**config.mk**
```make
export PLATFORM = sky130hd
export DESIGN_NAME = mdu_iter_flat
export DESIGN_NICKNAME = d
export VERILOG_FILES = /design/src/rtl/mdu_iter_if.sv /design/src/rtl/mdu_iter.sv /design/src/flat_wrapper.sv
export SDC_FILE = /design/constraint.sdc
export NUM_CORES = 1
export LEC_CHECK = 0
export ABC_AREA = 1
export BUFFER_PORTS_ARGS = -buffer_cell sky130_fd_sc_hd__buf_2
export CORE_MARGIN = 2
export CORE_UTILIZATION = 50
export CTS_CLUSTER_DIAMETER = 150
export CTS_CLUSTER_SIZE = 40
export DETAILED_ROUTE_END_ITERATION = 8
export PLACE_DENSITY = 0.65
export SLEW_MARGIN = 5
export SYNTH_ARGS = -nofsm -noshare
export SYNTH_HDL_FRONTEND = slang
export SYNTH_SLANG_ARGS = --single-unit
```
**constraint.sdc**
```tcl
create_clock -name clk -period 16.4 [get_ports clk]
set_clock_uncertainty 0.2 [all_clocks]
set_input_delay 3.28 -clock clk [delete_from_list [all_inputs] [get_ports clk]]
set_output_delay 3.28 -clock clk [all_outputs]
set_load 0.1 [all_outputs]
```
**src/rtl/mdu_iter_if.sv**
```systemverilog
// rtl/mdu_iter_if.sv - request/response bundle for the iterative multiply/divide unit
interface mdu_iter_if #(
  parameter int WIDTH = 32
);
  logic             start;
  logic [1:0]       op;
  logic [WIDTH-1:0] a;
  logic [WIDTH-1:0] b;
  logic             cancel;
  logic             busy;
  logic             done;
  logic [WIDTH-1:0] hi;
  logic [WIDTH-1:0] lo;

  modport master (
    output start, op, a, b, cancel,
    input  busy, done, hi, lo
  );

  modport slave (
    input  start, op, a, b, cancel,
    output busy, done, hi, lo
  );
endinterface

```
**src/rtl/mdu_iter.sv**
```systemverilog
// rtl/mdu_iter.sv - iterative shift-add multiplier / restoring divider with sign fix-up
// Define MDU_FAST_MUL_EN to replace the multiply iteration with a single-cycle array product.
module mdu_iter #(
  parameter int WIDTH = 32
) (
  input  logic      clk,
  input  logic      rst,
  mdu_iter_if.slave bus
);
  localparam int DW = 2 * WIDTH;
  localparam int CW = $clog2(WIDTH);

  typedef enum logic [1:0] {IDLE = 2'd0, MUL = 2'd1, DIV = 2'd2, FIX = 2'd3} stateT;

  stateT            state;
  logic [CW-1:0]    iterCnt;
  logic [WIDTH-1:0] opndReg;
  logic [DW-1:0]    accReg;
  logic             isDivReg;
  logic             negQReg;
  logic             negRReg;
  logic             rawReg;

  logic             signedOp;
  logic [WIDTH-1:0] magA;
  logic [WIDTH-1:0] magB;
  logic [WIDTH:0]   mulSum;
  logic [WIDTH:0]   divShift;
  logic [WIDTH:0]   divDiff;
  logic [DW-1:0]    mulNext;
  logic [DW-1:0]    divNext;
  logic [DW-1:0]    accNeg;
  logic [WIDTH-1:0] quotNeg;
  logic [WIDTH-1:0] remNeg;
  logic             lastIter;

  // accReg is {partial product, multiplier} during MUL and {remainder, quotient} during DIV
  always_comb begin
    signedOp = ~bus.op[0];
    magA     = (signedOp && bus.a[WIDTH-1]) ? -bus.a : bus.a;
    magB     = (signedOp && bus.b[WIDTH-1]) ? -bus.b : bus.b;

    mulSum   = {1'b0, accReg[DW-1:WIDTH]} + {1'b0, opndReg};
    mulNext  = accReg[0] ? {mulSum, accReg[WIDTH-1:1]} : {1'b0, accReg[DW-1:1]};

    divShift = accReg[DW-1:WIDTH-1];
    divDiff  = divShift - {1'b0, opndReg};
    divNext  = divDiff[WIDTH] ? {divShift[WIDTH-1:0], accReg[WIDTH-2:0], 1'b0}
                              : {divDiff[WIDTH-1:0], accReg[WIDTH-2:0], 1'b1};

    accNeg   = -accReg;
    quotNeg  = -accReg[WIDTH-1:0];
    remNeg   = -accReg[DW-1:WIDTH];
    lastIter = (iterCnt == CW'(WIDTH - 1));
  end

  always_ff @(posedge clk or posedge rst) begin
    if (rst) begin
      state    <= IDLE;
      iterCnt  <= '0;
      opndReg  <= '0;
      accReg   <= '0;
      isDivReg <= 1'b0;
      negQReg  <= 1'b0;
      negRReg  <= 1'b0;
      rawReg   <= 1'b0;
      bus.busy <= 1'b0;
      bus.done <= 1'b0;
      bus.hi   <= '0;
      bus.lo   <= '0;
    end else begin
      bus.done <= 1'b0;
      case (state)
        IDLE: begin
          bus.busy <= 1'b0;
          if (bus.start && !bus.cancel) begin
            isDivReg <= bus.op[1];
            negQReg  <= signedOp && (bus.a[WIDTH-1] ^ bus.b[WIDTH-1]);
            negRReg  <= signedOp && bus.a[WIDTH-1];
            rawReg   <= 1'b0;
            iterCnt  <= '0;
            if (bus.op[1]) begin
              if (bus.b == '0) begin
                // Divide by zero bypasses iteration with a fixed, unsigned result
                accReg <= {bus.a, {WIDTH{1'b1}}};
                rawReg <= 1'b1;
                state  <= FIX;
              end else begin
                accReg  <= {{WIDTH{1'b0}}, magA};
                opndReg <= magB;
                state   <= DIV;
              end
            end else begin
`ifdef MDU_FAST_MUL_EN
              accReg <= DW'(magA) * DW'(magB);
              state  <= FIX;
`else
              accReg  <= {{WIDTH{1'b0}}, magB};
              opndReg <= magA;
              state   <= MUL;
`endif
            end
          end
        end
        MUL: begin
          if (bus.cancel) begin
            state    <= IDLE;
            bus.busy <= 1'b0;
          end else begin
            accReg   <= mulNext;
            iterCnt  <= iterCnt + 1'b1;
            bus.busy <= 1'b1;
            if (lastIter) state <= FIX;
          end
        end
        DIV: begin
          if (bus.cancel) begin
            state    <= IDLE;
            bus.busy <= 1'b0;
          end else begin
            accReg   <= divNext;
            iterCnt  <= iterCnt + 1'b1;
            bus.busy <= 1'b1;
            if (lastIter) state <= FIX;
          end
        end
        FIX: begin
          state    <= IDLE;
          bus.busy <= 1'b0;
          if (!bus.cancel) begin
            bus.done <= 1'b1;
            if (rawReg) begin
              bus.hi <= accReg[DW-1:WIDTH];
              bus.lo <= accReg[WIDTH-1:0];
            end else if (isDivReg) begin
              bus.hi <= negRReg ? remNeg  : accReg[DW-1:WIDTH];
              bus.lo <= negQReg ? quotNeg : accReg[WIDTH-1:0];
            end else begin
              bus.hi <= negQReg ? accNeg[DW-1:WIDTH] : accReg[DW-1:WIDTH];
              bus.lo <= negQReg ? accNeg[WIDTH-1:0]  : accReg[WIDTH-1:0];
            end
          end
        end
        default: state <= IDLE;
      endcase
    end
  end
endmodule

```
**src/flat_wrapper.sv**
```systemverilog
// flat-port wrapper written by rule: the top's interface ports become plain ports
module mdu_iter_flat 
#(
  parameter int WIDTH = 32
)
  (clk, rst, bus_start, bus_op, bus_a, bus_b, bus_cancel, bus_busy, bus_done, bus_hi, bus_lo);
  mdu_iter_if #(.WIDTH(WIDTH)) bus_i ();
  input  logic clk;
  input  logic rst;
  input wire logic [$bits(bus_i.start)-1:0] bus_start;
  input wire logic [$bits(bus_i.op)-1:0] bus_op;
  input wire logic [$bits(bus_i.a)-1:0] bus_a;
  input wire logic [$bits(bus_i.b)-1:0] bus_b;
  input wire logic [$bits(bus_i.cancel)-1:0] bus_cancel;
  output wire logic [$bits(bus_i.busy)-1:0] bus_busy;
  output wire logic [$bits(bus_i.done)-1:0] bus_done;
  output wire logic [$bits(bus_i.hi)-1:0] bus_hi;
  output wire logic [$bits(bus_i.lo)-1:0] bus_lo;
  assign bus_i.start = bus_start;
  assign bus_i.op = bus_op;
  assign bus_i.a = bus_a;
  assign bus_i.b = bus_b;
  assign bus_i.cancel = bus_cancel;
  assign bus_busy = bus_i.busy;
  assign bus_done = bus_i.done;
  assign bus_hi = bus_i.hi;
  assign bus_lo = bus_i.lo;
  mdu_iter #(.WIDTH(WIDTH)) u_core (.clk(clk), .rst(rst), .bus(bus_i));
endmodule
```
# Word level (Yosys, flattened, before mapping)
# Cells that the tools add are included.
totals:
  inputBits: 70
  word_cells: 84
  ff_bits: 173
  out_inout_bits: 66
classes:
  mux: 34
  bitwise_logic: 3
  reduce_logical: 17
  n_eq_ne: 10
  n_addsub: 8
ops:
  columns: ["operator", "count"]
  rows:
  - ["64-bit 2-to-1 mux", 7]
  - ["32-bit 2-to-1 mux", 12]
  - ["64-bit case mux with 3 select lines", 1]
  - ["32-bit negator", 4]
  - ["64-bit negator", 1]
  - ["32-bit by 32-bit adder with 33-bit output", 1]
  - ["33-bit by 32-bit subtractor with 33-bit output", 1]
  - ["32-bit zero test", 1]
  - ["5-bit 2-to-1 mux", 2]
  - ["5-bit case mux with 2 select lines", 1]
  - ["2-bit 2-to-1 mux", 4]
  - ["2-bit inequality test, second input constant", 4]
  - ["2-bit case mux with 3 select lines", 1]
  - ["2-bit AND reduction", 3]
  - ["3-bit AND reduction", 2]
  - ["5-bit by 1-bit adder with 5-bit output, second input constant", 1]
  - ["5-bit equality test, second input constant", 1]
  - ["1-bit 2-to-1 mux", 5]
  - ["2-bit equality test, second input constant", 2]
  - ["1-bit logical AND", 4]
  - ["4-bit AND reduction", 1]
  - ["2-bit OR reduction", 2]
  - ["3-bit by 1-bit inequality test with 1-bit output, second input constant", 1]
  - ["3-bit nonzero test", 1]
  - ["other kinds (8)", 9]

# Longest topological paths before layout
# Gate-level depths: netlist (run 1).
depth:
  word_depth: 7
  ltp_mapped: 20

# Least setup slack after synthesis (run 1)
# OpenSTA, ideal clock, no wires.
synth_path:
  path_kind: "in2reg"
  start: "input port bus_b[0]"
  end: "register u_core.opndReg[20]"
  path_stages: 12
  setup_slack_ps: 11312
  setup_time_ps: 130
  arrival_time_ps: 4758
  path_cell_list: "inv_1 ha_1 nand3_2 nor2_4 nand3_2 nor4_2 nand2_1 nor2_4 nor2_2 buf_2 o211ai_1 o21ai_0"
synth_between:
  elab_chain_cells: 4
  word_cells_on_any_way: 7
synth_rtl:
  columns: ["item", "line_no", "source"]
  rows:
  - ["from (decl)", "flat_wrapper.sv:13", "input wire logic [$bits(bus_i.b)-1:0] bus_b;"]
  - ["32-bit negator", "mdu_iter.sv:41", "magB = (signedOp && bus.b[WIDTH-1]) ? -bus.b : bus.b;"]
  - ["32-bit 2-to-1 mux", "mdu_iter.sv:41", null]
  - ["32-bit 2-to-1 mux", "mdu_iter.sv:83", "if (bus.b == '0) begin"]
  - ["32-bit 2-to-1 mux", "mdu_iter.sv:82", "if (bus.op[1]) begin"]
  - ["to (signal assigned)", "mdu_iter.sv:90", "opndReg <= magB;"]
  - ["to (signal assigned)", "mdu_iter.sv:99", "opndReg <= magA;"]
  - ["to (decl)", "mdu_iter.sv:17", "logic [WIDTH-1:0] opndReg;"]
# Several ways; a longest one is shown, not always the timed one. The select of a mux whose other input is x is not followed.
# A chain may end at the register's enable or synchronous reset.

# Worst setup path in the final report (run 1)
layout_path:
  start: "input port bus_op[1]"
  end: "register u_core.opndReg[21]"
layout_between:
  elab_chain_cells: 2
  word_cells_on_any_way: 3
layout_rtl:
  columns: ["item", "line_no", "source"]
  rows:
  - ["from (decl)", "flat_wrapper.sv:11", "input wire logic [$bits(bus_i.op)-1:0] bus_op;"]
  - ["2-bit inequality test (no source line)", null, null]
  - ["3-bit AND reduction (no source line)", null, null]
# Several ways; a longest one is shown, not always the timed one.

==> results of run 1 <==
logic make-up (layout without fill, tap and decap cells):
| family | after synthesis | in the layout | share of synthesized area, % |
|---|---|---|---|
| AO/OA/AOI/OAI | 468 | 468 | 14.25 |
| XOR/XNOR | 100 | 100 | 4.744 |
| adder cells (fa/ha/maj) | 77 | 77 | 5.300 |
| buffers and inverters | 564 | 642 | 11.89 |
| flip-flops | 173 | 173 | 23.45 |
| other | 0 | 1 | 0 |
| AND/OR/NAND/NOR | 1801 | 1801 | 40.37 |
layer usage:
layer	vias to the layer above	routed length (um)	global-route usage, %
met5	-	13	0
met4	2	3701	18.10
met3	200	8394	7.581
met2	1218	32970	60.68
met1	9987	32150	54.69
li1	10270	-	-
worst min-delay path, cell delays in order (launching register included):
cell     delay (ns)
dfrtp_1        0.34
nand2_1        0.05
nand2_1        0.05
cell type report:
| cell class | count | area (um^2) | area share, % |
|---|---|---|---|
| diodes | 1 | 2.502 | 0.01250 |
| clock buffers | 18 | 439.2 | 2.194 |
| clock inverters | 14 | 187.7 | 0.9377 |
| inverters | 459 | 1728 | 8.633 |
| multi-input cells | 2446 | 11950 | 59.69 |
| flip-flops and latches | 173 | 4329 | 21.63 |
| well taps | 468 | 585.6 | 2.926 |
| repair buffers | 151 | 795.8 | 3.976 |
per-stage QoR:
stage	hold slack, ns	instance area [um^2]	setup WS (ns)	util [%]	instances
2_1_floorplan	0.2703	18460	8.232	-	3183
3_3_place_gp	0.2568	19390	9.873	53.08	3697
3_5_place_dp	0.2602	19390	9.756	53.08	3697
4_1_cts	0.2791	20010	10.25	54.80	3729
5_1_grt	0.3018	20010	9.887	54.80	3729
6_report	0.2723	20020	10.17	54.80	3730
state kept, by name, summed over array words and instances (netlist names):
register         flops
u_core.iterCnt       5
u_core.opndReg      32
u_core.state         2
u_core.bus.busy      1
u_core.negRReg       1
u_core.accReg       64
u_core.isDivReg      1
u_core.bus.done      1
u_core.negQReg       1
u_core.bus.lo       32
u_core.rawReg        1
u_core.bus.hi       32
layout by cell type, fill, tap and decap left out, types with 4 or more instances in the layout:
master / n
nand2_1: 1142
inv_1: 445
nand3_1: 279
nor2_1: 262
a21oi_1: 213
dfrtp_1: 173
o21ai_0: 144
buf_2: 135
ha_1: 75
xor2_1: 70
o211ai_1: 33
nand4_1: 31
xnor2_1: 30
nor3_1: 26
o22ai_1: 23
clkbuf_16: 17
buf_4: 16
nand3b_1: 12
a22oi_1: 10
inv_2: 9
o21bai_1: 9
or2_2: 8
o22ai_2: 8
nor2_2: 7
nor4_1: 6
and2_1: 6
o221ai_1: 6
nand2_2: 5
nand2_4: 5
o21ai_1: 5
a31oi_1: 4
clkinv_1: 4
o31ai_1: 4
inv_6: 4
clkinv_8: 4
final timing paths:
check / endpoint / slack [ns] / cells past startpoint / startpoint
min reg2reg: u_core.bus.hi[11] / 0.27 / 2 / u_core.bus.hi[11]
max: u_core.opndReg[21] / 10.17 / 7 / bus_op[1]
min: u_core.bus.hi[11] / 0.27 / 2 / u_core.bus.hi[11]
max reg2reg: u_core.iterCnt[3] / 12.62 / 10 / u_core.state[0]
max in group asynchronous: u_core.accReg[63] / 11.64 / 3 / rst
min in group asynchronous: u_core.bus.lo[15] / 2.85 / 2 / rst
==> flow_metrics.env, run 1 <==
export IMPL_nets=3395
export IMPL_maxCapViolations=0
export IMPL_insertion_delay_ns=0.46
export IMPL_synthCells=3183
export IMPL_syn_num_nets=3330
export IMPL_drc=0
export IMPL_vias=21670
export IMPL_yosysTopAreaCell="dfrtp_1"
export IMPL_grt_max_degree=110
export IMPL_seq_area_frac_synth_pct=23.45
export IMPL_wire_per_inst_um=20.71
export IMPL_die_w_um=196.2
export IMPL_cp_slowest_cell="buf_2"
export IMPL_status="complete, no violations"
export IMPL_cp_arrival_ns=6.32
export IMPL_tightestPinTransition_ns=1.144
export IMPL_setup_viol=0
export IMPL_synth_cell_area_mm2=0.01846
export IMPL_ys_top_cells_by_area="dfrtp_1 (23%), nand2_1 (23%), inv_1 (9.1%)"
export IMPL_yosysMostFrequentCell="nand2_1"
export IMPL_h_tree_depth=4
export IMPL_cp_end_kind="register"
export IMPL_tritoncts="done"
export IMPL_tns_ns=0
export IMPL_slew_viol_final=0
export IMPL_period_share_pct=37.96
export IMPL_viasPerCell=5.811
export IMPL_grt_pass1_wl_um=116300
export IMPL_drtIter0Drc=2423
export IMPL_rsz0062_at_grt="no"
export IMPL_io_buffers=135
export IMPL_synth_ff_type="dfrtp_1"
export IMPL_io_pins=136
export IMPL_yosys_warnings=0
export IMPL_min_period_ns=6.225
export IMPL_place_congestion=1.048
export IMPL_synthTopCellsByCount="nand2_1 (1143), inv_1 (447), nand3_1 (279)"
export IMPL_slew_headroom_pct=23.67
export IMPL_crit_chain="buf_2 -> clkinv_1 -> buf_4 -> nor2_4 -> nor2_4 -> o211ai_1 -> o21ai_0"
export IMPL_cts_root_buffer="clkbuf_16"
export IMPL_cts_buffers=17
export IMPL_core_mm2=0.03652
export IMPL_die_h_um=196.2
export IMPL_slowest_delay_ns=0.78
export IMPL_clkSinkCount=173
export IMPL_wl_um=77230
export IMPL_cp_num_buf_inv=3
export IMPL_area_growth_pct=8.417
export IMPL_cp_max_fo=59
export IMPL_overflow=0
export IMPL_synth_area_per_cell_um2=5.800
export IMPL_async_flop_share_pct=100.0
export IMPL_max_freq_mhz=160.6
export IMPL_start_util_pct=50.55
export IMPL_hp_class="reg2reg"
export IMPL_track_usage_pct=39.83
export IMPL_required_ns=16.49
export IMPL_crit_top_cell="nor2_4"
export IMPL_hpwl_um=62380
export IMPL_cts_setup_buffers=0
export IMPL_synth_cell_types=47
export IMPL_grt_pass1_vias=19720
export IMPL_antenna_found_initial=2
export IMPL_fill_cells=3857
export IMPL_hold_viol_final=0
export IMPL_critPathLaunchType="primary input"
export IMPL_ctsHoldBuffers=0
export IMPL_rows=70
export IMPL_clock_tree_buffer_depth=2
export IMPL_crit_type="in2reg"
export IMPL_firstDrtPassIters=6
export IMPL_ys_ff_latch=173
export IMPL_path_clk_slew_ns=0.08
export IMPL_cts_resized=0
export IMPL_yosysTopAreaCellShare_pct=23.45
export IMPL_postRouteAntennaNets=0
export IMPL_synth_edf_count=0
export IMPL_critPathTopFamily="buffers and inverters"
export IMPL_drive_gt1_share_pct=7.329
export IMPL_dieArea_mm2=0.03848
Power of run 1 is left out: the tool's default activity adds up to more than one toggle a clock period on the data nets, which glitch-free logic cannot reach.
==> inputs of run 2 (changes only) <==
==> constraint.sdc (replaced) <==
create_clock -name clk -period 6.38 [get_ports clk]
set_clock_uncertainty 0.2 [all_clocks]
set_input_delay 1.276 -clock clk [delete_from_list [all_inputs] [get_ports clk]]
set_output_delay 1.276 -clock clk [all_outputs]
set_load 0.1 [all_outputs]
==> flow_metrics.env, run 2 (synthesis results as in run 1) <==
export IMPL_status="complete, no violations"
export IMPL_cts_setup_buffers=0
export IMPL_cp_max_fo=46
export IMPL_setup_slack_ns=2.261
export IMPL_drc=0
export IMPL_rrSetupSlack_ns=2.26
export IMPL_grt_pass1_vias=19780
export IMPL_critPathLaunchType="register"
export IMPL_drive_gt1_share_pct=7.471
export IMPL_wl_um=78940
export IMPL_clock_tree_buffer_depth=2
export IMPL_io_pins=136
export IMPL_tightestPinTransition_ns=1.031
export IMPL_max_freq_mhz=242.8
export IMPL_hpwl_um=63110
export IMPL_period_share_pct=64.56
export IMPL_required_ns=6.58
export IMPL_viasPerCell=5.919
export IMPL_drtIter0Drc=2584
export IMPL_overflow=0
export IMPL_die_h_um=196.2
export IMPL_dp_slack_ns=2.314
export IMPL_rows=70
export IMPL_grtUsageMet3_pct=10.14
export IMPL_cts_resized=0
export IMPL_wire_per_inst_um=21.14
export IMPL_antenna_found_initial=1
export IMPL_ctsHoldBuffers=0
export IMPL_final_common_cell="nand2_1"
export IMPL_crit_chain="inv_1 -> ha_1 -> buf_4 -> inv_2 -> a21oi_1 -> nor3_2 -> buf_4 -> inv_2 -> buf_4 -> a21oi_1 -> a21oi_1"
export IMPL_cp_end_kind="register"
export IMPL_critPathTopFamily="buffers and inverters"
export IMPL_tritoncts="done"
export IMPL_dieArea_mm2=0.03848
export IMPL_tns_ns=0
export IMPL_crit_type="reg2reg"
export IMPL_cp_arrival_ns=4.32
export IMPL_maxCapViolations=0
export IMPL_vias=22110
export IMPL_cts_buffers=17
export IMPL_track_usage_pct=40.47
export IMPL_clkSinkCount=173
export IMPL_hp_class="reg2reg"
export IMPL_fill_cells=3855
export IMPL_place_inst=3702
export IMPL_slew_viol_final=0
export IMPL_grtUsageMet2_pct=59.93
export IMPL_grt_pass1_wl_um=118200
export IMPL_setup_viol=0
export IMPL_die_w_um=196.2
export IMPL_final_cell_mix="nand2_1 (1142), inv_1 (445), nand3_1 (279)"
export IMPL_top_register="u_core.accReg"
export IMPL_stdcell_count=3735
export IMPL_hold_viol_final=0
export IMPL_nets=3400
export IMPL_grtUsageMet1_pct=55.70
export IMPL_slew_headroom_pct=31.24
export IMPL_slowest_delay_ns=0.67
export IMPL_firstDrtPassIters=7
export IMPL_cp_num_buf_inv=6
export IMPL_cp_slowest_cell="inv_2"
export IMPL_busiest_layer="met2"
export IMPL_min_period_ns=4.119
export IMPL_area_growth_pct=8.648
export IMPL_postRouteAntennaNets=0
export IMPL_cts_root_buffer="clkbuf_16"
export IMPL_start_util_pct=50.55
export IMPL_holdWs_ns=0.2717
export IMPL_largest_reg_flops=64
export IMPL_grt_max_degree=98
export IMPL_io_buffers=135
export IMPL_place_congestion=1.079
export IMPL_path_clk_slew_ns=0.08
export IMPL_rsz0062_at_grt="no"
export IMPL_core_mm2=0.03652
export IMPL_insertion_delay_ns=0.48
export IMPL_h_tree_depth=4
[run 2: cell types whose count changed in the layout (fill, tap and decap cells not counted)]
cell	change
buf_12	+1
buf_4	+4
clkbuf_8	-1
clkinv_2	+1
clkinv_4	-1
clkinvlp_4	+1
inv_6	-1
inv_8	+1
[run 2: stage by stage]
stage          area (um^2)  utilization (%)
2_1_floorplan        18460                -
3_3_place_gp         19420            53.16
3_5_place_dp         19440            53.22
4_1_cts              20060            54.91
5_1_grt              20060            54.91
6_report             20060            54.92
[run 2: area by class of cell]
type	instances	area (um^2)	share of cell area [%]
flip-flops and latches	173	4329	21.58
well taps	468	585.6	2.919
clock inverters	15	193.9	0.9669
clock buffers	17	425.4	2.121
multi-input cells	2446	11950	59.57
diodes	1	2.502	0.01248
inverters	459	1728	8.615
repair buffers	156	845.8	4.217
[run 2: final timing paths]
kind / cells past startpoint / end / from
min: 2 / u_core.bus.hi[10] / u_core.bus.hi[10]
max in group asynchronous: 3 / u_core.opndReg[18] / rst
min reg2reg: 2 / u_core.bus.hi[10] / u_core.bus.hi[10]
max reg2reg: 11 / u_core.accReg[23] / u_core.state[0]
min in group asynchronous: 2 / u_core.bus.lo[14] / rst
max: 11 / u_core.accReg[23] / u_core.state[0]
[run 2: layer usage]
layer / part of all wire [%] / up-vias
met4: 5.1 / 0
met3: 13 / 234
li1: - / 10280
met5: 0 / -
met2: 41 / 1466
met1: 41 / 10130
[run 2: worst min-delay path: stages, from the launching register on]
cell	delay, ns
dfrtp_1	0.34
nand2_1	0.05
nand2_1	0.05
Power of run 2 is left out for the same reason.
